### src/rtl/host_input_loader.sv
// Host input loader: accepts host words over a valid/ready handshake,
// buffers them in a small FIFO and writes exactly LOAD_DEPTH words to
// consecutive on-chip memory addresses whenever the arbiter grants access.
module host_input_loader #(
  parameter int DATA_WIDTH = 16,
  parameter int ADDR_WIDTH = 11,
  parameter int FIFO_DEPTH = 8,
  parameter int LOAD_DEPTH = 256,
  parameter int BASE_ADDR  = 0
) (
  input  logic                  clk,
  input  logic                  reset,
  input  logic                  start,
  input  logic [DATA_WIDTH-1:0] host_data_in,
  input  logic                  host_valid,
  output logic                  host_ready,
  input  logic                  mem_grant,
  output logic                  mem_wr_en,
  output logic [ADDR_WIDTH-1:0] mem_address,
  output logic [DATA_WIDTH-1:0] mem_data_out,
  output logic                  busy,
  output logic                  load_done,
  output logic [ADDR_WIDTH:0]   word_count
);

  localparam int PTR_W = $clog2(FIFO_DEPTH);
  localparam int CNT_W = ADDR_WIDTH + 1;
  localparam logic [CNT_W-1:0]      LOAD_DEPTH_C = CNT_W'(LOAD_DEPTH);
  localparam logic [ADDR_WIDTH-1:0] BASE_C       = ADDR_WIDTH'(BASE_ADDR);
  localparam logic [PTR_W:0]        FIFO_FULL_C  = (PTR_W + 1)'(FIFO_DEPTH);

  typedef enum logic [1:0] {
    S_IDLE  = 2'd0,
    S_LOAD  = 2'd1,
    S_DRAIN = 2'd2,
    S_DONE  = 2'd3
  } state_t;

  state_t                state_q, state_d;
  logic [DATA_WIDTH-1:0] fifo_mem_q [FIFO_DEPTH];
  logic [PTR_W-1:0]      wr_ptr_q, wr_ptr_d;
  logic [PTR_W-1:0]      rd_ptr_q, rd_ptr_d;
  logic [PTR_W:0]        fifo_cnt_q, fifo_cnt_d;
  logic [CNT_W-1:0]      accepted_q, accepted_d;
  logic [CNT_W-1:0]      written_q, written_d;
  logic                  host_ready_q, host_ready_d;
  logic                  mem_wr_en_q;
  logic [ADDR_WIDTH-1:0] mem_address_q;
  logic [DATA_WIDTH-1:0] mem_data_q;
  logic                  busy_q;
  logic                  load_done_q;
  logic                  push_s;
  logic                  pop_s;

  // Next-state logic: handshake, FIFO occupancy, counters and FSM transitions.
  always_comb begin
    push_s       = host_valid && host_ready_q && (state_q == S_LOAD);
    // Pop only uses the registered occupancy, so a word pushed this cycle
    // cannot be written before the next cycle.
    pop_s        = ((state_q == S_LOAD) || (state_q == S_DRAIN)) &&
                   (fifo_cnt_q != '0) && mem_grant;
    state_d      = state_q;
    wr_ptr_d     = wr_ptr_q;
    rd_ptr_d     = rd_ptr_q;
    fifo_cnt_d   = fifo_cnt_q;
    accepted_d   = accepted_q;
    written_d    = written_q;
    case (state_q)
      S_IDLE: begin
        if (start) begin
          state_d    = S_LOAD;
          wr_ptr_d   = '0;
          rd_ptr_d   = '0;
          fifo_cnt_d = '0;
          accepted_d = '0;
          written_d  = '0;
        end else begin
          state_d = S_IDLE;
        end
      end
      S_LOAD: begin
        wr_ptr_d   = wr_ptr_q + PTR_W'(push_s);
        rd_ptr_d   = rd_ptr_q + PTR_W'(pop_s);
        fifo_cnt_d = fifo_cnt_q + (PTR_W + 1)'(push_s) - (PTR_W + 1)'(pop_s);
        accepted_d = accepted_q + CNT_W'(push_s);
        written_d  = written_q + CNT_W'(pop_s);
        if (accepted_d == LOAD_DEPTH_C) begin
          state_d = S_DRAIN;
        end else begin
          state_d = S_LOAD;
        end
      end
      S_DRAIN: begin
        rd_ptr_d   = rd_ptr_q + PTR_W'(pop_s);
        fifo_cnt_d = fifo_cnt_q - (PTR_W + 1)'(pop_s);
        written_d  = written_q + CNT_W'(pop_s);
        if (written_d == LOAD_DEPTH_C) begin
          state_d = S_DONE;
        end else begin
          state_d = S_DRAIN;
        end
      end
      S_DONE: begin
        state_d = S_IDLE;
      end
      default: begin
        state_d = S_IDLE;
      end
    endcase
    host_ready_d = (state_d == S_LOAD) && (fifo_cnt_d != FIFO_FULL_C) &&
                   (accepted_d != LOAD_DEPTH_C);
  end

  // FSM, counters and registered outputs; reset returns everything to IDLE with outputs low.
  always_ff @(posedge clk) begin
    if (reset) begin
      state_q       <= S_IDLE;
      wr_ptr_q      <= '0;
      rd_ptr_q      <= '0;
      fifo_cnt_q    <= '0;
      accepted_q    <= '0;
      written_q     <= '0;
      host_ready_q  <= 1'b0;
      mem_wr_en_q   <= 1'b0;
      mem_address_q <= '0;
      mem_data_q    <= '0;
      busy_q        <= 1'b0;
      load_done_q   <= 1'b0;
    end else begin
      state_q      <= state_d;
      wr_ptr_q     <= wr_ptr_d;
      rd_ptr_q     <= rd_ptr_d;
      fifo_cnt_q   <= fifo_cnt_d;
      accepted_q   <= accepted_d;
      written_q    <= written_d;
      host_ready_q <= host_ready_d;
      busy_q       <= (state_d == S_LOAD) || (state_d == S_DRAIN);
      load_done_q  <= (state_d == S_DONE);
      mem_wr_en_q  <= pop_s;
      if (pop_s) begin
        // Address wraps naturally at 2^ADDR_WIDTH.
        mem_address_q <= BASE_C + written_q[ADDR_WIDTH-1:0];
        mem_data_q    <= fifo_mem_q[rd_ptr_q];
      end
    end
  end

  // FIFO storage; contents need no reset because occupancy gates every read.
  always_ff @(posedge clk) begin
    if (push_s) begin
      fifo_mem_q[wr_ptr_q] <= host_data_in;
    end
  end

  assign host_ready   = host_ready_q;
  assign mem_wr_en    = mem_wr_en_q;
  assign mem_address  = mem_address_q;
  assign mem_data_out = mem_data_q;
  assign busy         = busy_q;
  assign load_done    = load_done_q;
  assign word_count   = written_q;

endmodule

### config.mk
export PLATFORM = sky130hd
export DESIGN_NAME = host_input_loader
export DESIGN_NICKNAME = d
export VERILOG_FILES = /design/src/rtl/host_input_loader.sv
export SDC_FILE = /design/constraint.sdc
export NUM_CORES = 1
export LEC_CHECK = 0
export CAP_MARGIN = 20
export CORE_ASPECT_RATIO = 0.6
export CORE_UTILIZATION = 30
export CTS_BUF_LIST = sky130_fd_sc_hd__clkbuf_16
export DETAILED_ROUTE_END_ITERATION = 10
export HOLD_SLACK_MARGIN = 0.15
export PLACE_DENSITY = 0.51
export REMOVE_ABC_BUFFERS = 1
export SKIP_LAST_GASP = 1
export SYNTH_ARGS = -nofsm -noshare
export SYNTH_HDL_FRONTEND = slang
export SYNTH_SLANG_ARGS = --single-unit
### constraint.sdc
create_clock -name clk -period 5 [get_ports clk]
set_clock_uncertainty 0.2 [all_clocks]
set_input_delay 0.5 -clock clk [delete_from_list [all_inputs] [get_ports clk]]
set_output_delay 0.5 -clock clk [all_outputs]
set_load 0.01 [all_outputs]
======== After elaboration in Yosys (flattened, before gate mapping) ========
Memory sizes are Yosys's and may differ from the RTL's. A register that Yosys moved wholly into a read port is not among the register bits.
Index checks and enable logic that the tools add are counted.
storage, ports and cells
  logic and storage cells ................. 60
  bits in writable memories ............... 128
  register bits ........................... 51
  memories ................................ 1
  output and inout bits ................... 43
  bits of input ports ..................... 21
memories
  memory      depth  bits a word  rd ports  clocked after Yosys merged registers in  write ports  RTL line  source
  fifo_mem_q  8      16           1         1                                        1            40        logic [DATA_WIDTH-1:0] fifo_mem_q [FIFO_DEPTH];
operators by class
  muxes and demuxes ....................... 15
  add/subtract/negate cells ............... 7
  reduce and logical (&&, ||, !) cells .... 15
  equal/unequal tests ..................... 11
operators by type and width
  operator                                              count
  case mux 12 bit (2 select lines)                      2
  adder 12 x 1 -> 12 bit                                2
  equality test 12 x 9 -> 1 bit, second input constant  2
  two-way mux 12 bit                                    2
  != test 12 x 9 -> 1 bit, second input constant        1
  case mux 3 bit (2 select lines)                       2
  case mux 4 bit (3 select lines)                       1
  equality test 2 bit, second input constant            4
  case mux 2 bit (4 select lines)                       1
  subtractor 4 x 1 -> 4 bit                             2
  adder 3 x 1 -> 3 bit                                  2
  logical AND 1 bit                                     6
  adder 4 x 1 -> 4 bit                                  1
  equality test 2 x 1 -> 1 bit, second input constant   2
  two-way mux 1 bit                                     4
  two-way mux 4 bit                                     1
  != test 4 bit, second input constant                  1
  AND reduction 2 bit                                   2
  nonzero test 2 bit                                    2
  nonzero test 4 bit                                    1
  two-way mux 3 bit                                     1
  logical NOT 2 bit                                     1
  logical OR 1 bit                                      2
  two-way mux 2 bit                                     1
  2 further kinds                                       2

======== Logic depth before layout (Yosys ltp) ========
Gate-level depths: netlist of the first run.
  depth in word-level cells ............... 11
  mapped depth ............................ 18
  gate-level depth less buffers ........... 16

======== Worst setup path after synthesis of the first run ========
No wires, ideal clock.
  path type ............................... reg-to-reg
  from .................................... register state_q[0]
  to ...................................... register host_ready_q (netlist: host_ready)
  arrival ................................. 3427 ps
  required time ........................... 4719 ps
  setup slack ............................. 1292 ps
  cell stages (with the launch flop) ...... 17
  path buffers ............................ 2
  cell sequence ........................... dfxtp_1 -> inv_1 -> ha_1 -> clkbuf_1 -> nand3_1 -> clkinv_1 -> clkbuf_1 -> ha_1 -> ha_1 -> or4b_1 -> nor3_1 -> o2111ai_1 -> nand2_1 -> ha_1 -> nor2b_1 -> o41ai_1 -> a41oi_1
on the way
  word-level cells in the longest chain between the ends .. 11
  elaborated cells between the ends (all ways) .. 25
  classes of those cells .................. add/sub (5); eq/ne (8); mux (5); reduce/logical (7)
RTL lines
  what                                                                 RTL line  source
  start, declared                                                      39        state_t state_q, state_d;
  start signal, assigned                                               130       state_q <= state_d;
  equality test 2 x 1 -> 1 bit or equality test 2 bit (tied branches)  60        pop_s = ((state_q == S_LOAD) || (state_q == S_DRAIN)) &&
  logical OR 1 bit (*)                                                 60
  logical AND 1 bit (*)                                                60
  logical AND 1 bit (*)                                                61        (fifo_cnt_q != '0) && mem_grant;
  net pop_s                                                            53        logic pop_s;
  adder 12 x 1 -> 12 bit (*)                                           96        written_d = written_q + CNT_W'(pop_s);
  equality test 12 x 9 -> 1 bit (*)                                    97        if (written_d == LOAD_DEPTH_C) begin
  two-way mux 1 bit (*)                                                97
  case mux 2 bit (4 select lines) (*)                                  68        case (state_q)
  net state_d[0]                                                       39
  equality test 2 x 1 -> 1 bit (*)                                     110       host_ready_d = (state_d == S_LOAD) && (fifo_cnt_d != FIFO_FULL_C) &&
  logical AND 1 bit (*) (2 in a row)                                   110
  end signal, assigned                                                 136       host_ready_q <= host_ready_d;
  end, declared                                                        46        logic host_ready_q, host_ready_d;
Mark *: on every way through the listed nets, which the timed path passes. The rest lies on a longest branch.
A chain may end at the register's enable or synchronous reset.

======== Final worst setup path of the first run ========
  from .................................... register state_q[0]
  to ...................................... register host_ready_q (netlist: host_ready)
on the way
  word-level cells in the longest chain between the ends .. 11
  elaborated cells between the ends (all ways) .. 25
  classes of those cells .................. add/sub (5); eq/ne (8); mux (5); reduce/logical (7)
RTL lines
  what                                                                 RTL line
  equality test 2 x 1 -> 1 bit or equality test 2 bit (tied branches)  57, 60, 68
  logical OR 1 bit                                                     60
  logical AND 1 bit                                                    60
  logical AND 1 bit                                                    61
  adder 12 x 1 -> 12 bit                                               96
  equality test 12 x 9 -> 1 bit                                        97
  two-way mux 1 bit                                                    97
  case mux 2 bit (4 select lines)                                      68
  equality test 2 x 1 -> 1 bit                                         110
  logical AND 1 bit                                                    110
  logical AND 1 bit (*)                                                110
Every way passes the cells marked *; elsewhere a longest branch is shown, timed or not.

==> results of run 1 <==
layout make-up:
cell class	count	area, um^2
multi-input combinational	373	2970
clock buffer	17	425
inverter	17	63.8
clock inverter	15	131
fill	2524	16900
sequential	195	5190
antenna	1	2.50
timing repair buffer	81	788
tap	360	450
report_power, final:
group,internal (mW),total (mW),switching (mW)
Combinational,0.0360,0.104,0.0679
Sequential,1.72,1.72,0.00249
Clock,0.691,1.31,0.619
Total,2.44,3.13,0.690
cells in the mapped netlist, types with 2 or more instances:
master / n
dfxtp_1: 67
xor2_1: 5
nor3_1: 9
nor2b_1: 8
a32oi_1: 6
and3_1: 2
mux2_2: 3
xnor2_1: 10
nor4_1: 3
nand3_1: 16
mux2i_1: 22
a22oi_1: 21
ha_1: 22
a21oi_1: 23
clkbuf_1: 31
a21o_1: 3
a211oi_1: 18
inv_1: 16
nor2_1: 73
nand4_1: 3
nor3b_1: 2
nand2_1: 44
mux4_2: 32
edfxtp_1: 128
nand2b_1: 10
o21ai_0: 7
buf_2: 11
a2bb2oi_2: 2
a2bb2oi_1: 2
buf_1: 2
sequential cells by signal, summed over array words and instances (netlist names), 2 cells and up:
register / count
word_count: 12
rd_ptr_q: 3
accepted_q: 12
state_q: 2
fifo_cnt_q: 4
mem_address: 11
wr_ptr_q: 3
mem_data_out: 16
fifo_mem_q: 128
metal layers:
| metal | part of all wire | vias up | global-route usage |
|---|---|---|---|
| met1 | 0.50 | 2622 | 0.198 |
| met4 | 0.0060 | 0 | 0.0319 |
| met3 | 0.042 | 10 | 0.0412 |
| met5 | 0 | - | 0 |
| met2 | 0.45 | 93 | 0.208 |
| li1 | - | 2485 | - |
worst min path at each step:
stage / depth (start not counted) / slack, ns / endpoint
6_report: 2 / 0.25 / mem_address[1]
5_1_grt: 2 / 0.28 / mem_address[2]
4_1_cts: 2 / 0.26 / mem_address[1]
3_5_place_dp: 2 / 0.25 / mem_address[1]
3_3_place_gp: 2 / 0.25 / mem_address[9]
2_1_floorplan: 2 / 0.27 / mem_address[0]
logic make-up after synthesis:
| logic type | after synthesis | synth area share |
|---|---|---|
| XOR/XNOR | 15 | 0.0157 |
| buffers and inverters | 62 | 0.0303 |
| AO/OA/AOI/OAI | 98 | 0.0841 |
| adder cells (fa/ha/maj) | 23 | 0.0352 |
| multiplexers | 57 | 0.116 |
| flip-flops | 195 | 0.618 |
| AND/OR/NAND/NOR | 180 | 0.101 |
cells in the final DEF, fill, tap and decap left out, types with 2 or more instances in the layout:
master           netlist  layout
and3_1                 2       2
nor3_4                 0       2
inv_1                 16      17
nor2b_1                8       8
xnor2_1               10      10
nor4_1                 3       3
mux2i_1               22      22
mux2_2                 3       3
edfxtp_1             128     128
nand2b_1              10      10
o21ai_0                7       6
mux4_2                32      32
a2bb2oi_1              2       2
a211oi_1              18      18
buf_4                  0      16
clkinvlp_4             0       3
a2bb2oi_2              2       2
xor2_1                 5       5
clkinv_1               1       2
nand2_1               44      44
nand3_1               16      16
clkinv_2               0       2
ha_1                  22      22
dfxtp_1               67      66
a32oi_1                6       6
nor2_1                73      73
a21o_1                 3       3
clkdlybuf4s50_1        0      62
nand4_1                3       3
o21ai_1                1       2
nor3b_1                2       2
a22oi_1               21      21
a21oi_1               23      23
clkinv_4               0       2
nor3_1                 9       7
inv_6                  0       5
clkbuf_16              0      17
tightest hold or removal path: stages, from the launching register on:
cell	delay, ns
dfxtp_1	0.31
nand2_1	0.05
a21oi_1	0.05
through the flow:
stage          instance area (um^2)  hold slack (ns)  utilization  power [mW]
3_5_place_dp                   9440            0.246        0.350        1.86
6_report                      10000            0.255        0.372        3.13
2_1_floorplan                  8200            0.274            -        1.80
4_1_cts                       10000            0.256        0.371        3.17
3_3_place_gp                   9410            0.247        0.349        1.85
5_1_grt                       10000            0.282        0.372        3.24
==> summary.md, run 1 <==
| Metric | Value |
|---|---|
| Unrepaired setup endpoints after global routing | `no` |
| Core Area | `~27,000 um^2` |
| Critical-path cell list | `inv_1, ha_1, nand3_1, buf_4, clkinv_1, buf_4, ha_1, inv_1, ha_1, inv_1, fa_1, xor2_1, a221o_1, o41ai_1, a41oi_1` |
| Async S/R FF share, synth | `0` |
| Placed cells | `1,024` |
| Via count | `5,210` |
| Worst R2R End | `host_ready` |
| Die W | `218 um` |
| Startpoint class of the critical path | `flip-flop` |
| H-Tree Depth | `4` |
| Worst Setup EP | `host_ready` |
| Top cell type's share of synthesized area | `0.458` |
| Synth-to-layout area growth | `19.4%` |
| CP required | `between 5 and 6 ns` |
| Sum Neg Setup Slack | `0 ns` |
| R2R depth | `15` |
| Sequential fraction of the synthesis area | `0.618` |
| Drt via density | `slightly below 5` |
| Die area | `around 29,000 um^2` |
| Family with the most delay on the worst path | `adder cells` |
| Syn Inst Count | `630` |
| Post-synth EDFFs | `between 100 and 150` |
| Yosys reg bits | `between 150 and 200` |
| DP Worst Slack | `0.807 ns` |
| Slew headroom | `0.401` |
| Layout cells sized above 1 | `0.138` |
| Routed wire length | `about 19 mm` |
| Slew Viols, Final | `0` |
| Hold Crit Start | `mem_address[1]` |
| Worst path depth | `15` |
| Clock Tree Root | `clkbuf_16` |
| Pwr/cell area | `between 300 and 400 nW/um^2` |
| Final setup violation count | `0` |
| Starting density of the core | `0.311` |
| Worst EP arrival | `~4.3 ns` |
| Largest net degree at the start of global routing | `38` |
| Final worst-path cycle share | `0.849` |
| Ports | `64` |
| Delay of the slowest critical-path stage | `0.68 ns` |
| Routed Antenna Nets | `0` |
| Post-CTS setup buffer count | `0` |
| CTS Buffer Depth | `2` |
| Drt first pass iters | `4` |
| Area leader, netlist | `edfxtp_1` |
| Post-CTS sizing | `0` |
| Detailed-route DRC error count | `0` |
| Worst Tran Pin Value | `0.899 ns` |
| Die Height | `~130 um` |
| Non-filler cells, final | `~1.1k` |
| Nets@finish | `roughly 730` |
| Initial antenna violation count | `1` |
| Overflow after GRT | `0` |
| HPWL after detailed placement | `between 10 and 15 mm` |
| Sum of buffers and inverters on the critical path | `6` |
| Max Clk Rate | `235 MHz` |
| Area contributors post-synth | `edfxtp_1 46%, dfxtp_1 16%, mux4_2 8.6%, ha_1 3.3%, nor2_1 3.3%` |
| Top FF cell, synth | `edfxtp_1` |
| Critical Path End Type | `flip-flop` |
| Leak | `about 3.2 nW` |
| Worst skew pair latency | `0.43 ns` |
| Crit path max-delay cell type | `ha_1` |
| Gr usage total | `0.140` |
| Cell area after synthesis | `around 8400 um^2` |
| Status | `completed` |
| Final min period | `approximately 4.2 ns` |
| Ys Warns | `0` |
| Cts hold-fix bufs | `0` |
| Reg2reg start | `state_q[0]` |
| Syn avg cell area | `around 13 um^2` |
| Via count of the first global-routing pass | `5,269` |
| Wire per inst | `around 18 um` |
| Buffers added on ports | `63` |
| Register-to-register setup slack | `about 0.75 ns` |
| Clk sinks | `between 150 and 200` |
| VDD IR max | `0.213 mV` |
| Post-synth cell types | `between 50 and 60` |
| Final Hold Fails | `0` |
| Placer Congestion | `0.799` |
| Worst-path clk slew | `about 0.07 ns` |
| CP max FO | `32` |
| CP Class | `flip-flop to flip-flop` |
| Initial drt markers | `about 390` |
| First-pass GRT wire length | `between 30 and 40 mm` |
| Max-Cap Viols | `0` |
| Worst Setup SP | `state_q[0]` |
| Setup ws final | `0.754 ns` |
| Clock tree from TritonCTS | `yes` |
| # rows | `46` |
| Hold crit path type | `flip-flop to flip-flop` |
| Number of CTS-inserted buffers | `17` |
(Power assumes the default switching activity.)
==> run 2, diff against run 1 <==
- PLACE_DENSITY: 0.51 -> 0.52
- clock period: 5 -> 3.5 ns (I/O delays scaled with it)
==> summary.md, run 2 (same netlist as run 1, synthesis figures left out) <==
| Metric | Value |
|---|---|
| Switching Fraction | `0.229 (+0.00867)` |
| Post-CTS setup buffer count | `0 (unchanged)` |
| Unrepaired setup endpoints after global routing | `no` |
| DP Worst Slack | `-0.0401 ns (-0.848 ns)` |
| Clk pwr share | `0.414 (-0.004)` |
| R2R depth | `14 (-1)` |
| Critical-path cell list | `inv_1, ha_1, nand3_2, inv_2, ha_1, ha_1, or4b_1, nor3_2, o2111ai_2, nand2_1, ha_1, nor2b_2, o41ai_2, a41oi_1` |
| Commonest non-fill, non-tap cell in the layout | `edfxtp_1` |
| Max Clk Rate | `299 MHz (+27%)` |
| Overflow after GRT | `0 (unchanged)` |
| Wire per inst | `18.2 um (+0.15%)` |
| Final min period | `3.34 ns (-0.907 ns)` |
| Number of CTS-inserted buffers | `17 (unchanged)` |
| Worst R2R End | `host_ready` |
| Clock tree from TritonCTS | `yes` |
| # rows | `46 (unchanged)` |
| Routed wire length | `19.6 mm (+1.7%)` |
| Detailed-route DRC error count | `0 (unchanged)` |
| Worst Hold End | `mem_address[0]` |
| Status | `completed` |
| Initial antenna violation count | `1 (unchanged)` |
| Setup ws final | `0.161 ns (-0.593 ns)` |
| Pwr/cell area | `439 nW/um^2 (+41%)` |
| Hold Crit Start | `mem_address[0]` |
| Die W | `218 um (unchanged)` |
| Via count | `5,323 (+2.2%)` |
| HPWL after detailed placement | `12.7 mm (+4.1%)` |
| Max-Cap Viols | `0 (unchanged)` |
| Clock Tree Root | `clkbuf_16` |
| Die Height | `132 um (unchanged)` |
| Core Area | `26,900 um^2 (unchanged)` |
| Worst skew pair latency | `0.44 ns (about the same)` |
| Largest net degree at the start of global routing | `46 (+21%)` |
| First-pass GRT wire length | `30.5 mm (+1.0%)` |
| GR Util met2 | `0.206 (-0.00282)` |
| Reg2reg start | `state_q[0]` |
| CP required | `3.67 ns (-1.43 ns)` |
| Layout cells sized above 1 | `0.174 (+0.0361)` |
| Clk sinks | `195 (unchanged)` |
| Gr usage total | `0.141 (+0.00143)` |
| Placer Congestion | `0.860 (+7.6%)` |
| Final worst-path cycle share | `0.954 (+0.105)` |
| Routed Antenna Nets | `0 (unchanged)` |
| Net Sw Power | `1.02 mW (+48%)` |
| VDD IR max | `0.225 mV (+5.4%)` |
| Critical Path End Type | `flip-flop` |
| Final setup violation count | `0 (unchanged)` |
| Max reg flops | `128 (unchanged)` |
| Worst-path clk slew | `0.08 ns (about the same)` |
| Synth-to-layout area growth | `20.9%` |
| Nets@finish | `745 (+2.2%)` |
| Worst EP arrival | `3.51 ns (-0.83 ns)` |
| M1 GR Usage | `0.202 (+0.00438)` |
| CP most frequent cell | `ha_1` |
| Placed cells | `1,042 (+1.8%)` |
| GRT Max-Usage Layer | `met2` |
| P_int | `3.44 mW (+41%)` |
| Combinational fraction of design power | `0.034 (about the same)` |
| Crit path max-delay cell type | `or4b_1` |
| Leak | `3.30 nW (+3.0%)` |
| Startpoint class of the critical path | `flip-flop` |
| Biggest register | `fifo_mem_q` |
| Cts hold-fix bufs | `0 (unchanged)` |
| CP max FO | `4 (-88%)` |
| Part of the power in registers | `0.551 (+0.002)` |
| Ports | `64 (unchanged)` |
| CTS Buffer Depth | `2 (unchanged)` |
| Hold crit path type | `flip-flop to flip-flop` |
| Grt met3 use | `0.0345 (-0.00671)` |
| Non-filler cells, final | `1,075 (+1.5%)` |
| Delay of the slowest critical-path stage | `0.53 ns (-0.15 ns)` |
| Worst hold stages | `2 (unchanged)` |
| Slew Viols, Final | `0 (unchanged)` |
| Slew headroom | `0.326 (-0.0741)` |
| Starting density of the core | `0.311 (unchanged)` |
| Drt via density | `4.95 (+0.65%)` |
| Via count of the first global-routing pass | `5,265 (-0.076%)` |
| Final Hold Fails | `0 (unchanged)` |
| Worst Tran Pin Value | `1.01 ns (+0.111 ns)` |
| Register-to-register setup slack | `0.16 ns (-0.59 ns)` |
| Commonest cells after routing, fill and taps aside | `128 x edfxtp_1, 72 x nor2_1, 63 x dfxtp_1, 62 x clkdlybuf4s50_1, 44 x nand2_1` |
| Die area | `28,700 um^2 (unchanged)` |
| H-Tree Depth | `4 (unchanged)` |
| CP Class | `flip-flop to flip-flop` |
| Drt first pass iters | `5 (+1)` |
| Initial drt markers | `381 (-1.3%)` |
| Buffers added on ports | `63 (unchanged)` |
==> run 2: cell types whose count changed in the layout (fill, tap and decap cells not counted), sizes merged <==
cell,previous run,this run
clkinv,6,9
buf,19,35
clkinvlp,3,1
bufinv,1,0
==> run 2: layer usage <==
metal	share of wire	wire, um
met5	0	0
met4	0.014	280
met3	0.038	751
met2	0.45	8780
met1	0.50	9750
==> run 2: what timing repair did <==
item                       in CTS  in global routing
setup endpoints to repair       1                  1
pin swaps                       0                  3
gates resized for setup         2                 10
==> run 2: worst max path at each step <==
stage,from,endpoint,slack (ns),cells past startpoint
final,state_q[0],host_ready,0.16,14
after global routing,state_q[1],host_ready,0.01,16
after CTS,state_q[0],host_ready,0.0002,14
after detailed placement,host_valid,host_ready,-0.04,15
after global placement,host_valid,host_ready,0.001,15
after floorplan,state_q[0],host_ready,-0.93,14
==> run 2: worst max-delay path: cells and delay by family, from the launching register on <==
kind / cells / cell delay, ns
fa+ha+maj: 4 / 1.00
compound gates: 3 / 0.45
simple gates: 5 / 1.13
flops: 1 / 0.36
buf+inv: 2 / 0.14
==> run 2: final cells by class <==
cell class                      instances  area (um^2)
Antenna cell                            1         2.50
Clock buffer                           17          425
Clock inverter                         15          130
Fill cell                            2549        16800
Inverter                               17         63.8
Multi-Input combinational cell        373         3000
Sequential cell                       195         5190
Tap cell                              360          450
Timing Repair Buffer                   97          881
==> run 2: power groups by stage <==
stage,sequential [mW],clock (mW),combinational [mW]
2_1_floorplan,2.51,0,0.0546
3_3_place_gp,2.51,0,0.146
3_5_place_dp,2.51,0,0.151
4_1_cts,2.46,1.90,0.152
5_1_grt,2.46,2.00,0.166
6_report,2.46,1.85,0.153
==> run 2: per-stage QoR <==
stage                util  TNS [ns]  hold WS, ns  total power [mW]  area [um^2]
global placement    0.354         0        0.244              2.65         9540
CTS                 0.375         0        0.259              4.51        10100
finish              0.376         0        0.258              4.46        10100
global route        0.376         0        0.270              4.62        10100
detailed placement  0.354   -0.0401        0.248              2.66         9540
floorplan               -     -5.37        0.217              2.56         8200
